$ cat src/rtl/uart_tx.sv
// ----------------------------------------------------------------------------
// uart_tx
//
// UART serializer with a one-entry transmit holding register (THR) and a
// transmit shift register (TSR). Frames are start bit, 5..8 data bits (LSB
// first), optional parity, then 1 or 2 stop bits. Bit timing comes from an
// external baud generator through the per-bit transmit_edge strobe; the
// transmitter pulses transmit_clk_clr at the start of a frame from idle so the
// generator is phase-aligned to the start bit.
//
// Ports
//   pclk, preset       clock, synchronous active-high reset
//   transmit_edge      one-cycle bit-period strobe from the baud generator
//   transmit_clk_clr   one-cycle pulse restarting the baud counter
//   thr_data/valid     byte write into the THR
//   thr_ready          THR empty (registered, independent of thr_valid)
//   wls, stb, pen,
//   eps, sp            line control, latched into the frame at TSR load
//   bc                 break: forces txd low, FSM keeps running
//   txd                serial output, idles high
//   tx_busy            frame in progress
//   tx_empty           THR empty and transmitter idle
//   tx_done            one-cycle pulse after the last stop bit ends
// ----------------------------------------------------------------------------
module uart_tx (
    input  logic       pclk,
    input  logic       preset,
    input  logic       transmit_edge,
    output logic       transmit_clk_clr,
    input  logic [7:0] thr_data,
    input  logic       thr_valid,
    output logic       thr_ready,
    input  logic [1:0] wls,
    input  logic       stb,
    input  logic       pen,
    input  logic       eps,
    input  logic       sp,
    input  logic       bc,
    output logic       txd,
    output logic       tx_busy,
    output logic       tx_empty,
    output logic       tx_done
);

    typedef enum logic [2:0] {
        S_IDLE   = 3'd0,
        S_START  = 3'd1,
        S_DATA   = 3'd2,
        S_PARITY = 3'd3,
        S_STOP   = 3'd4
    } state_t;

    // Mask of the active data bits for a word length select.
    function automatic logic [7:0] word_mask(input logic [1:0] w);
        word_mask = 8'hFF >> (3'd3 - {1'b0, w});
    endfunction

    // Parity bit for the active data bits under the latched line control.
    function automatic logic parity_bit(input logic [7:0] d, input logic [1:0] w,
                                        input logic e, input logic s);
        logic p;
        p = ^(d & word_mask(w));
        if (s)
            parity_bit = ~e;
        else if (e)
            parity_bit = p;
        else
            parity_bit = ~p;
    endfunction

    state_t     state_q, state_d;
    logic [7:0] thr_q, thr_d;
    logic       thr_full_q, thr_full_d;
    logic [7:0] tsr_q, tsr_d;
    logic [1:0] frm_wls_q, frm_wls_d;
    logic       frm_stb_q, frm_stb_d;
    logic       frm_pen_q, frm_pen_d;
    logic       frm_eps_q, frm_eps_d;
    logic       frm_sp_q, frm_sp_d;
    logic [2:0] bit_cnt_q, bit_cnt_d;
    logic       stop_cnt_q, stop_cnt_d;
    logic       txd_q, txd_d;
    logic       clr_q, clr_d;
    logic       done_q, done_d;

    logic       edge_ok;
    logic       last_bit;
    logic       last_stop;
    logic       load;

    // The strobe is ignored in the cycle the baud counter is being restarted.
    assign edge_ok   = transmit_edge & ~clr_q;
    assign last_bit  = (bit_cnt_q == ({1'b0, frm_wls_q} + 3'd4));
    assign last_stop = (stop_cnt_q == frm_stb_q);
    assign load      = thr_full_q &
                       ((state_q == S_IDLE) |
                        ((state_q == S_STOP) & edge_ok & last_stop));

    // State and datapath registers
    always_ff @(posedge pclk) begin
        if (preset) begin
            state_q    <= S_IDLE;
            thr_q      <= '0;
            thr_full_q <= 1'b0;
            tsr_q      <= '0;
            frm_wls_q  <= '0;
            frm_stb_q  <= 1'b0;
            frm_pen_q  <= 1'b0;
            frm_eps_q  <= 1'b0;
            frm_sp_q   <= 1'b0;
            bit_cnt_q  <= '0;
            stop_cnt_q <= 1'b0;
            txd_q      <= 1'b1;
            clr_q      <= 1'b0;
            done_q     <= 1'b0;
        end else begin
            state_q    <= state_d;
            thr_q      <= thr_d;
            thr_full_q <= thr_full_d;
            tsr_q      <= tsr_d;
            frm_wls_q  <= frm_wls_d;
            frm_stb_q  <= frm_stb_d;
            frm_pen_q  <= frm_pen_d;
            frm_eps_q  <= frm_eps_d;
            frm_sp_q   <= frm_sp_d;
            bit_cnt_q  <= bit_cnt_d;
            stop_cnt_q <= stop_cnt_d;
            txd_q      <= txd_d;
            clr_q      <= clr_d;
            done_q     <= done_d;
        end
    end

    // Next-state and datapath logic
    always_comb begin
        state_d    = state_q;
        thr_d      = thr_q;
        thr_full_d = thr_full_q;
        tsr_d      = tsr_q;
        frm_wls_d  = frm_wls_q;
        frm_stb_d  = frm_stb_q;
        frm_pen_d  = frm_pen_q;
        frm_eps_d  = frm_eps_q;
        frm_sp_d   = frm_sp_q;
        bit_cnt_d  = bit_cnt_q;
        stop_cnt_d = stop_cnt_q;

        // A write and a load can never coincide: load needs a full THR,
        // a write needs an empty one.
        if (thr_valid && !thr_full_q) begin
            thr_d      = thr_data;
            thr_full_d = 1'b1;
        end
        if (load) begin
            thr_full_d = 1'b0;
            tsr_d      = thr_q;
            frm_wls_d  = wls;
            frm_stb_d  = stb;
            frm_pen_d  = pen;
            frm_eps_d  = eps;
            frm_sp_d   = sp;
        end

        case (state_q)
            S_IDLE: begin
                if (thr_full_q)
                    state_d = S_START;
            end
            S_START: begin
                if (edge_ok) begin
                    state_d   = S_DATA;
                    bit_cnt_d = '0;
                end
            end
            S_DATA: begin
                if (edge_ok) begin
                    if (last_bit) begin
                        state_d    = frm_pen_q ? S_PARITY : S_STOP;
                        stop_cnt_d = 1'b0;
                    end else begin
                        bit_cnt_d = bit_cnt_q + 3'd1;
                    end
                end
            end
            S_PARITY: begin
                if (edge_ok) begin
                    state_d    = S_STOP;
                    stop_cnt_d = 1'b0;
                end
            end
            S_STOP: begin
                if (edge_ok) begin
                    if (last_stop)
                        state_d = thr_full_q ? S_START : S_IDLE;
                    else
                        stop_cnt_d = 1'b1;
                end
            end
            default: state_d = S_IDLE;
        endcase
    end

    // Output logic: txd is decoded from the next state so the line changes
    // in the cycle right after the edge that ends a bit, glitch-free.
    always_comb begin
        txd_d  = 1'b1;
        clr_d  = load & (state_q == S_IDLE);
        done_d = (state_q == S_STOP) & edge_ok & last_stop;
        case (state_d)
            S_START:  txd_d = 1'b0;
            S_DATA:   txd_d = tsr_q[bit_cnt_d];
            S_PARITY: txd_d = parity_bit(tsr_q, frm_wls_q, frm_eps_q, frm_sp_q);
            default:  txd_d = 1'b1;
        endcase
    end

    assign txd              = txd_q & ~bc;
    assign thr_ready        = ~thr_full_q;
    assign tx_busy          = (state_q != S_IDLE);
    assign tx_empty         = ~thr_full_q & (state_q == S_IDLE);
    assign tx_done          = done_q;
    assign transmit_clk_clr = clr_q;

endmodule

$ cat config.mk
export PLATFORM = sky130hd
export DESIGN_NAME = uart_tx
export DESIGN_NICKNAME = d
export VERILOG_FILES = /design/src/rtl/uart_tx.sv
export SDC_FILE = /design/constraint.sdc
export NUM_CORES = 1
export LEC_CHECK = 0
export BUFFER_PORTS_ARGS = -buffer_cell sky130_fd_sc_hd__buf_2
export CAP_MARGIN = 20
export CORE_ASPECT_RATIO = 0.8
export CORE_MARGIN = 8
export CORE_UTILIZATION = 30
export CTS_CLUSTER_DIAMETER = 30
export CTS_CLUSTER_SIZE = 14
export DETAILED_ROUTE_END_ITERATION = 8
export GPL_ROUTABILITY_DRIVEN = 0
export PLACE_DENSITY = 0.57
export SYNTH_ARGS = -nofsm -noshare
export SYNTH_HDL_FRONTEND = slang
export SYNTH_SLANG_ARGS = --single-unit
export TNS_END_PERCENT = 5
$ cat constraint.sdc
create_clock -name pclk -period 4.4 [get_ports pclk]
set_input_delay 0.44 -clock pclk [delete_from_list [all_inputs] [get_ports pclk]]
set_output_delay 0.44 -clock pclk [all_outputs]
set_load 0.05 [all_outputs]
==> results of run 1 <==
[layout make-up]
| cell class | instances | area [sq um] |
|---|---|---|
| Timing Repair Buffer | 24 | 120 |
| Clock inverter | 2 | 35.0 |
| Clock buffer | 5 | 68.8 |
| Inverter | 3 | 11.3 |
| Tap cell | 62 | 77.6 |
| Multi-Input combinational cell | 140 | 852 |
| Fill cell | 552 | 3180 |
| Sequential cell | 33 | 661 |
[per-stage QoR]
| step | std cells | utilization (%) | instance area [sq um] | hold slack (ns) | setup WS (ns) |
|---|---|---|---|---|---|
| final | 269 | 36.5 | 1830 | 0.388 | 2.01 |
| after global routing | 269 | 36.5 | 1830 | 0.391 | 1.84 |
| after CTS | 269 | 36.5 | 1830 | 0.382 | 2.00 |
| after detailed placement | 262 | 34.4 | 1720 | 0.450 | 1.99 |
| after global placement | 262 | 34.4 | 1720 | 0.442 | 2.00 |
| after floorplan | 186 | - | 1560 | 0.431 | 2.16 |
[kinds of logic after synthesis]
| logic type | count (synthesis) | synth area share (%) |
|---|---|---|
| multiplexers | 12 | 7.84 |
| buffers and inverters | 13 | 3.28 |
| flip-flops | 33 | 42.2 |
| XOR/XNOR | 10 | 6.48 |
| AO/OA/AOI/OAI | 33 | 12.8 |
| adder cells (fa/ha/maj) | 1 | 0.800 |
| AND/OR/NAND/NOR | 84 | 26.6 |
[power by group through the flow]
stage	Combinational (mW)	Clock (mW)	Sequential (mW)
after floorplan	0.0823	0	0.330
after global placement	0.103	0	0.336
after detailed placement	0.104	0	0.336
after CTS	0.105	0.280	0.329
after global routing	0.115	0.293	0.332
final	0.103	0.272	0.329
[metal layers]
metal,part of all wire [%],global-route usage [%],up-vias
met5,0,0,-
met4,0.98,3.22,0
met3,5.6,3.60,5
met2,41,13.3,28
met1,53,12.0,597
li1,-,-,686
[critical path, delay by kind of cell (launching register included)]
kind / cells / cell delay [ns]
AOI/OAI and AO/OA: 2 / 0.54
muxes: 1 / 0.36
DFF: 1 / 0.51
and+or+nand+nor: 4 / 0.88
[sequential cells by signal, summed over array words and instances (netlist names)]
name,count
thr_q,8
tsr_q,8
bit_cnt_q,3
state_q,3
frm_wls_q,2
frm_eps_q,1
frm_pen_q,1
frm_sp_q,1
frm_stb_q,1
stop_cnt_q,1
thr_full_q,1
transmit_clk_clr,1
tx_done,1
txd_q,1
[worst min path at each step]
stage | cells past startpoint | to
2_1_floorplan | 2 | tsr_q[5]$_SDFFE_PP0P_
3_3_place_gp | 2 | tsr_q[4]$_SDFFE_PP0P_
3_5_place_dp | 2 | tsr_q[4]$_SDFFE_PP0P_
4_1_cts | 3 | thr_q[7]$_SDFFE_PP0P_
5_1_grt | 3 | thr_q[6]$_SDFFE_PP0P_
6_report | 3 | thr_q[0]$_SDFFE_PP0P_
[cell usage in the layout (no fill, tap or decap), types with 2 or more instances in the layout]
cell type  count
a21oi_1       18
a31oi_1        2
buf_2         24
clkbuf_8       5
dfxtp_1       33
inv_1          2
mux2_2         2
mux2i_1       10
nand2_1       35
nand2b_1       2
nand3_1        5
nand4_1        3
nand4b_1       2
nor2_1        15
nor2b_1        8
nor3_1         4
nor3b_1        2
o21ai_0        4
xnor2_1        8
==> metrics.cfg, run 1 <==
[logic_synthesis]
yosys.area.top_type = dfxtp_1
yosys_warnings = 0
synth_cells = 186
syn-num-nets = 206
synth.top_cells.by_count = nand2_1, dfxtp_1, a21oi_1
syn_area_per_cell_sq_um = 8.41
synth-seq-area-share_pct = 42.2
netlist_area_sq_um = 1560
synth_seq_cells = 33
synth-edff-count = 0
yosysMostFrequentCell = nand2_1
yosys-top-cells-area = dfxtp_1, nand2_1, mux2i_1, a21oi_1, xnor2_1
synthDistinctLibCells = 40
async_reset_ff_share_pct = 0
synth-main-ff-cell = dfxtp_1
synth_top_area_share_pct = 42.2

[setup_path]
cp_max_fo = 11
critPathMaxStageDelay_ns = 0.51
cp_cell_sequence = or3b_4 -> a2111o_1 -> nand4_2 -> mux2_2 -> nor3b_1 -> nor4_1 -> a2bb2oi_1
crit_path_top_delay_cell = dfxtp_1
worst_r2r_path_depth = 7
rr_endpoint = txd_q$_SDFF_PP1_
r2r_start = state_q[1]$_SDFF_PP0_
crit_path_start = state_q[1]$_SDFF_PP0_
crit_arrival_ns = 2.55
cp-start-kind = flip-flop
setup.worst_path.end_class = flip-flop
criticalPathCategory = flip-flop to flip-flop
crit_end = txd_q$_SDFF_PP1_
crit_required_ns = 4.56
r2r_slack_ns = 2.01

[die]
coreArea_sq_um = 5010
ios = 25
die-area_sq_um = 7790
die-width_um = 96.7
start_util_pct = 31.2
die_y_um = 80.6
fp-row-count = 23

[power_and_ir_drop]
combPwrFrac_pct = 14.7
intPower_mw = 0.517
max-vdd-ir-drop_mv = 0.164
p_seq_share_pct = 46.7
p_leak_nw = 0.698
sw_frac_of_total_pct = 26.5
pwr-share-clk_pct = 38.6
pwr_density_cell_nw_per_um2 = 386
switching_power_mw = 0.187
power.total_mw = 0.704

[cts]
cts.sinks = 33
cts_setup_buffers = 0
cts_root_buf = clkbuf_8
htreeDepth = 2
clk_pin_slew_ns = 0.07
worstSkewPairLatency_ns = 0.28
clockBufferDepth = 2
cts_resized = 0
cts_tree = done
holdBufCountCts = 0
cts_buffers = 5

[sta]
skew_ns = 0.00615
finalHoldViolCount = 0
timing.final.crit_share_pct = 54.4
slew_headroom_pct = 38.5
rsz0062_at_grt = false
fin_crit_ns = 2.39
worst_slew_pin_slew_ns = 0.920
final_max_slew_viol_count = 0
fin_setup_tns_ns = 0
setup_viol = 0
clock.fmax_mhz = 418

[placement]
portBuffers = 24
dp.final_hpwl_mm = 2.55

[flow_run]
maxCapViolations = 0

[status]
status = completed

[detailed_routing]
drc = 0
ant_nets = 0
wl_per_cell_um = 12.8
vias_per_cell = 4.89
vias = 1316
firstDrtPassIters = 4
drt_iter0_drc = 55
drt_wl_total_mm = 3.45

[finish]
drive_gt1_share_pct = 17.9
nets = 227
area_delta_synth_final_pct = 16.7
n_antenna_cell = 0

[global_route]
grt_pass1_vias = 1293
grt_first_pass_wirelength_mm = 5.91
grt_util_all_layers_pct = 9.19
antenna_found_initial = 0
grt_max_degree = 34
globalRouteOverflowTotal = 0

[min_path]
holdCritStartpoint = thr_data[0]
min_path_type = input port to flip-flop

(Power assumes the default switching activity.)
==> inputs of run 2 (changes only) <==
- clock period: 4.4 -> 2.21 ns (I/O delays scaled with it)
==> run 2 against run 1 <==
Net effect: sequential power up 97%; global-route usage down 0.075 points; final cell count up 2.2%; final area up 3.2%; non-clock buffer count up 5; core utilization up 1.2 points; clock-buffer cell count unchanged; critical path depth unchanged; critical endpoint unchanged; highest routed layer unchanged.
==> metrics.cfg, run 2 (synthesis results as in run 1) <==
[finish]
n_antenna_cell = 0  ; unchanged
area_delta_synth_final_pct = 20.5  ; was 16.7%
final_cell_mix = nand2_1, dfxtp_1, buf_2, a21oi_1, nor2_1  ; unchanged
nets = 232  ; was 227
top_regs = thr_q x8, tsr_q x8  ; unchanged
fin_util_pct = 37.6  ; was 36.5%
layout_commonest_cell = nand2_1  ; unchanged
fin_area_sq_um = 1880  ; was 1830 sq um
drive_gt1_share_pct = 22.5  ; was 17.9%

[detailed_routing]
drc = 0  ; unchanged
ant_nets = 0  ; unchanged
vias_per_cell = 4.89  ; about the same
wl_per_cell_um = 13.2  ; was 12.8 um
drt_iter0_drc = 50  ; was 55
vias = 1345  ; was 1316
firstDrtPassIters = 4  ; unchanged
drt_wl_total_mm = 3.64  ; was 3.45 mm

[die]
die-width_um = 96.7  ; unchanged
coreArea_sq_um = 5010  ; unchanged
ios = 25  ; unchanged
die_y_um = 80.6  ; unchanged
start_util_pct = 31.2  ; unchanged
die-area_sq_um = 7790  ; unchanged
fp-row-count = 23  ; unchanged

[sta]
clock.fmax_mhz = 486  ; was 418 MHz
fin_setup_tns_ns = 0  ; unchanged
fin_crit_ns = 2.06  ; was 2.39 ns
final_max_slew_viol_count = 0  ; unchanged
slew_headroom_pct = 59.6  ; was 38.5%
timing.final.crit_share_pct = 93.0  ; was 54.4%
worst_slew_pin_slew_ns = 0.605  ; was 0.920 ns
setup_viol = 0  ; unchanged
skew_ns = 0.00706  ; was 0.00615 ns
rsz0062_at_grt = false  ; unchanged
finalHoldViolCount = 0  ; unchanged

[flow_run]
maxCapViolations = 0  ; unchanged

[power_and_ir_drop]
sw_frac_of_total_pct = 30.0  ; was 26.5%
p_seq_share_pct = 49.0  ; was 46.7%
p_leak_nw = 0.726  ; was 0.698 nW
intPower_mw = 0.929  ; was 0.517 mW
combPwrFrac_pct = 17.0  ; was 14.7%
pwr_density_cell_nw_per_um2 = 704  ; was 386 nW/um^2
switching_power_mw = 0.398  ; was 0.187 mW
max-vdd-ir-drop_mv = 0.321  ; was 0.164 mV
pwr-share-clk_pct = 34.0  ; was 38.6%

[cts]
clk_pin_slew_ns = 0.07  ; about the same
htreeDepth = 2  ; unchanged
clockBufferDepth = 2  ; unchanged
cts_tree = done  ; unchanged
worstSkewPairLatency_ns = 0.29  ; was 0.28 ns
cts_setup_buffers = 0  ; unchanged
cts.sinks = 33  ; unchanged
cts_buffers = 5  ; unchanged
cts_root_buf = clkbuf_8  ; unchanged

[global_route]
antenna_found_initial = 0  ; unchanged
grt_first_pass_wirelength_mm = 5.80  ; was 5.91 mm
grt_max_degree = 34  ; unchanged
grt_pass1_vias = 1243  ; was 1293
globalRouteOverflowTotal = 0  ; unchanged
grt_util_all_layers_pct = 9.11  ; was 9.19%

[setup_path]
crit_arrival_ns = 2.23  ; was 2.55 ns
cp_max_fo = 5  ; was 11
crit_required_ns = 2.38  ; was 4.56 ns
worst_r2r_path_depth = 7  ; unchanged
cp-start-kind = flip-flop  ; unchanged
criticalPathCategory = flip-flop to flip-flop  ; unchanged
setup.worst_path.end_class = flip-flop  ; unchanged

[placement]
portBuffers = 24  ; unchanged
dp.final_hpwl_mm = 2.54  ; was 2.55 mm
placedInstanceArea_sq_um = 1760  ; was 1720 sq um

[min_path]
whs_path_depth = 3  ; unchanged
min_path_type = input port to flip-flop  ; unchanged

[status]
status = completed  ; unchanged

[run 2: cell type report]
cell class / instances / area (sq um)
fill: 565 / 3120
tap: 62 / 77.6
inverter: 3 / 11.3
clock buffer: 5 / 68.8
sequential: 33 / 661
clock inverter: 3 / 17.5
multi-input combinational: 140 / 891
timing repair buffer: 29 / 158
[run 2: stage by stage]
stage / std cells / power, mW / hold slack, ns / worst slack, ns
floorplan: 186 / 0.822 / 0.293 / 0.169
detailed placement: 267 / 0.885 / 0.449 / 0.0757
global route: 275 / 1.39 / 0.164 / 0.0202
global placement: 267 / 0.883 / 0.443 / 0.0951
CTS: 275 / 1.33 / 0.161 / 0.0639
finish: 275 / 1.33 / 0.160 / 0.154
[run 2: final timing paths]
kind / end / slack [ns] / startpoint
hold reg to reg: tsr_q[4]$_SDFFE_PP0P_ / 0.46 / thr_q[4]$_SDFFE_PP0P_
hold / removal: frm_stb_q$_SDFFE_PP0P_ / 0.16 / stb
setup / recovery: txd_q$_SDFF_PP1_ / 0.15 / frm_wls_q[1]$_SDFFE_PP0P_
setup reg to reg: txd_q$_SDFF_PP1_ / 0.15 / frm_wls_q[1]$_SDFFE_PP0P_
[run 2: routing by layer]
metal / wire, um / share of wire, % / vias to the layer above / global-route usage (%)
met5: 0 / 0 / - / 0
met3: 189 / 5.2 / 8 / 4.28
li1: - / - / 693 / -
met2: 1530 / 42 / 26 / 13.4
met4: 58 / 1.6 / 0 / 2.76
met1: 1860 / 51 / 618 / 11.5
[run 2: critical path: stages, from the launching register on]
cell and delay, ns:
dfxtp_1 0.47, xnor2_2 0.14, a2111o_1 0.46, nand4_4 0.15, mux2_2 0.35, nor3_1 0.14, nor4_1 0.08, a2bb2oi_1 0.14
[run 2: what timing repair did]
| action | 4_1_cts | 5_1_grt |
|---|---|---|
| hold buffers | 0 | 0 |
| resized for setup | 0 | 6 |
| endpoints found under the setup margin | 0 | 1 |
[run 2: power by group through the flow]
| stage | registers, mW | logic (mW) | clock network, mW |
|---|---|---|---|
| after global routing | 0.652 | 0.248 | 0.489 |
| after detailed placement | 0.662 | 0.223 | 0 |
| final | 0.649 | 0.226 | 0.451 |
| after floorplan | 0.658 | 0.164 | 0 |
| after global placement | 0.662 | 0.221 | 0 |
| after CTS | 0.648 | 0.224 | 0.459 |
==> inputs of run 3 (changes only) <==
- PLACE_DENSITY: 0.57 -> 0.45
- clock period: 2.21 -> 2.16 ns (I/O delays scaled with it)
==> run 3 against run 2 <==
Net effect: global-route usage increased by 0.89 points; via count is 1.6% higher; first-iteration DRC count grew 16%; critical path depth did not move; routed wire length grew 4.7%; clock power rose by 15%; critical endpoint unchanged; largest cell class unchanged.
==> metrics.cfg, run 3 (synthesis results as in run 1) <==
[power_and_ir_drop]
max-vdd-ir-drop_mv = 0.363  ; was 0.321 mV
p_leak_nw = 0.736  ; was 0.726 nW
pwr_density_cell_nw_per_um2 = 747  ; was 704 nW/um^2

[cts]
cts.sinks = 33  ; unchanged
clk_pin_slew_ns = 0.07  ; about the same
clockBufferDepth = 2  ; unchanged
cts_root_buf = clkbuf_8  ; unchanged
holdBufCountCts = 0  ; unchanged
cts_buffers = 5  ; unchanged
worstSkewPairLatency_ns = 0.28  ; was 0.29 ns
cts_tree = done  ; unchanged
cts_setup_buffers = 0  ; unchanged
htreeDepth = 2  ; unchanged

[finish]
seq_area_sq_um = 662  ; was 661 sq um
top_regs = thr_q x8, tsr_q x8  ; unchanged
fillers = 549  ; was 565
instances_no_fill = 275  ; unchanged
final_cell_mix = nand2_1, dfxtp_1, buf_2, a21oi_1, nor2_1  ; unchanged
nets = 232  ; unchanged
multiInputGateArea_sq_um = 888  ; was 891 sq um
fin_util_pct = 37.9  ; was 37.6%
area_delta_synth_final_pct = 21.4  ; was 20.5%
n_antenna_cell = 0  ; unchanged
layout_commonest_cell = nand2_1  ; unchanged
drive_gt1_share_pct = 23.0  ; was 22.5%

[global_route]
antenna_found_initial = 0  ; unchanged
grt_max_degree = 34  ; unchanged
grt_util_all_layers_pct = 10.0  ; was 9.11%
grt_pass1_vias = 1357  ; was 1243
globalRouteOverflowTotal = 0  ; unchanged
grt_first_pass_wirelength_mm = 6.34  ; was 5.80 mm

[sta]
setup_viol = 0  ; unchanged
hold_slack_ns = 0.156  ; was 0.160 ns
final_max_slew_viol_count = 0  ; unchanged
timing.final.crit_share_pct = 96.2  ; was 93.0%
worst_slew_pin_slew_ns = 0.608  ; was 0.605 ns
rsz0062_at_grt = false  ; unchanged
fin_crit_ns = 2.08  ; was 2.06 ns
slew_headroom_pct = 59.5  ; was 59.6%
clock.fmax_mhz = 481  ; was 486 MHz
finalHoldViolCount = 0  ; unchanged
skew_ns = 0.00539  ; was 0.00706 ns

[setup_path]
setup.worst_path.end_class = flip-flop  ; unchanged
cp_cell_sequence = or3b_4 -> a2111o_1 -> nand4_4 -> mux2_2 -> nor3b_1 -> nor4_1 -> a2bb2oi_1  ; was xnor2_2 -> a2111o_1 -> nand4_4 -> mux2_2 -> nor3_1 -> nor4_1 -> a2bb2oi_1
cp_max_fo = 5  ; unchanged
criticalPathCategory = flip-flop to flip-flop  ; unchanged
worst-path-buf-inv = 0  ; unchanged
critPathMaxStageDelay_ns = 0.40  ; was 0.47 ns
crit_path_top_delay_cell = or3b_4  ; was dfxtp_1
crit_required_ns = 2.33  ; was 2.38 ns
crit_arrival_ns = 2.24  ; was 2.23 ns
crit_family = simple AND/OR/NAND/NOR gates  ; was compound AO/OA/AOI/OAI gates
cp-start-kind = flip-flop  ; unchanged

[placement]
portBuffers = 24  ; unchanged
dp.final_hpwl_mm = 2.71  ; was 2.54 mm
dp_cells = 267  ; unchanged

[min_path]
min_path_type = input port to flip-flop  ; unchanged

[detailed_routing]
firstDrtPassIters = 4  ; unchanged
vias = 1366  ; was 1345
drt_wl_total_mm = 3.81  ; was 3.64 mm
drc = 0  ; unchanged
vias_per_cell = 4.97  ; was 4.89
ant_nets = 0  ; unchanged
wl_per_cell_um = 13.8  ; was 13.2 um
drt_iter0_drc = 58  ; was 50

[die]
die-area_sq_um = 7790  ; unchanged
fp-row-count = 23  ; unchanged
ios = 25  ; unchanged
start_util_pct = 31.2  ; unchanged
die_y_um = 80.6  ; unchanged
die-width_um = 96.7  ; unchanged
coreArea_sq_um = 5010  ; unchanged

[status]
status = completed  ; unchanged

[flow_run]
maxCapViolations = 0  ; unchanged

## run 3: changes by cell type in the layout (fill, tap and decap cells not counted)
cell	delta
clkbuf_8	+2
clkinv_2	-1
clkinvlp_4	-1
dfxtp_1	-1
dfxtp_2	+1
nor2b_1	-1
nor2b_2	+1
nor3b_1	+1
nor3b_2	-1
## run 3: stage by stage
step	cell area [sq um]	setup TNS [ns]	power, mW	setup slack (ns)
6_report	1900	0	1.42	0.0827
5_1_grt	1900	0	1.48	0.00778
4_1_cts	1870	0	1.43	0.00596
3_5_place_dp	1760	-0.0387	0.909	-0.0387
3_3_place_gp	1760	0	0.904	0.0385
2_1_floorplan	1560	0	0.841	0.119
## run 3: metal layers
| layer | global-route usage [%] | wire length, um | vias up |
|---|---|---|---|
| li1 | - | - | 703 |
| met3 | 3.00 | 137 | 9 |
| met4 | 5.36 | 78 | 0 |
| met2 | 16.0 | 1690 | 27 |
| met5 | 0 | 0 | - |
| met1 | 11.9 | 1900 | 627 |
## run 3: what timing repair did
item / in CTS / in global routing
pin swaps: 2 / 0
resized for setup: 1 / 6
setup endpoints to repair: 1 / 1
gates cloned: 0 / 0
## run 3: worst reg2reg max path, delay by kind of cell, from the launching register on
family / cells / cell delay [ns]
multiplexers: 1 / 0.35
AND/OR/NAND/NOR: 4 / 0.78
flip-flops: 1 / 0.34
AO/OA/AOI/OAI: 2 / 0.48
## run 3: final cells by class
type                       instances  area share [%]
inverter                           3           0.593
tap                               62            4.09
sequential                        33            34.9
clock inverter                     1           0.264
multi-input combinational        140            46.8
clock buffer                       7            5.08
timing repair buffer              29            8.31
## run 3: worst paths after layout
path                                       startpoint                        end  slack [ns]  cells after the start
worst max-delay path            state_q[1]$_SDFF_PP0_           txd_q$_SDFF_PP1_        0.08                      7
worst max register to register  state_q[1]$_SDFF_PP0_           txd_q$_SDFF_PP1_        0.08                      7
worst min register to register  thr_q[6]$_SDFFE_PP0P_      tsr_q[6]$_SDFFE_PP0P_        0.45                      2
worst min-delay path                           wls[0]  frm_wls_q[0]$_SDFFE_PP0P_        0.16                      3
## run 3: where the power goes
group	internal, mW	leakage, nW	total, mW	switching [mW]
clock	0.288	0.0542	0.520	0.232
combinational	0.0889	0.412	0.235	0.146
sequential	0.640	0.269	0.663	0.0233
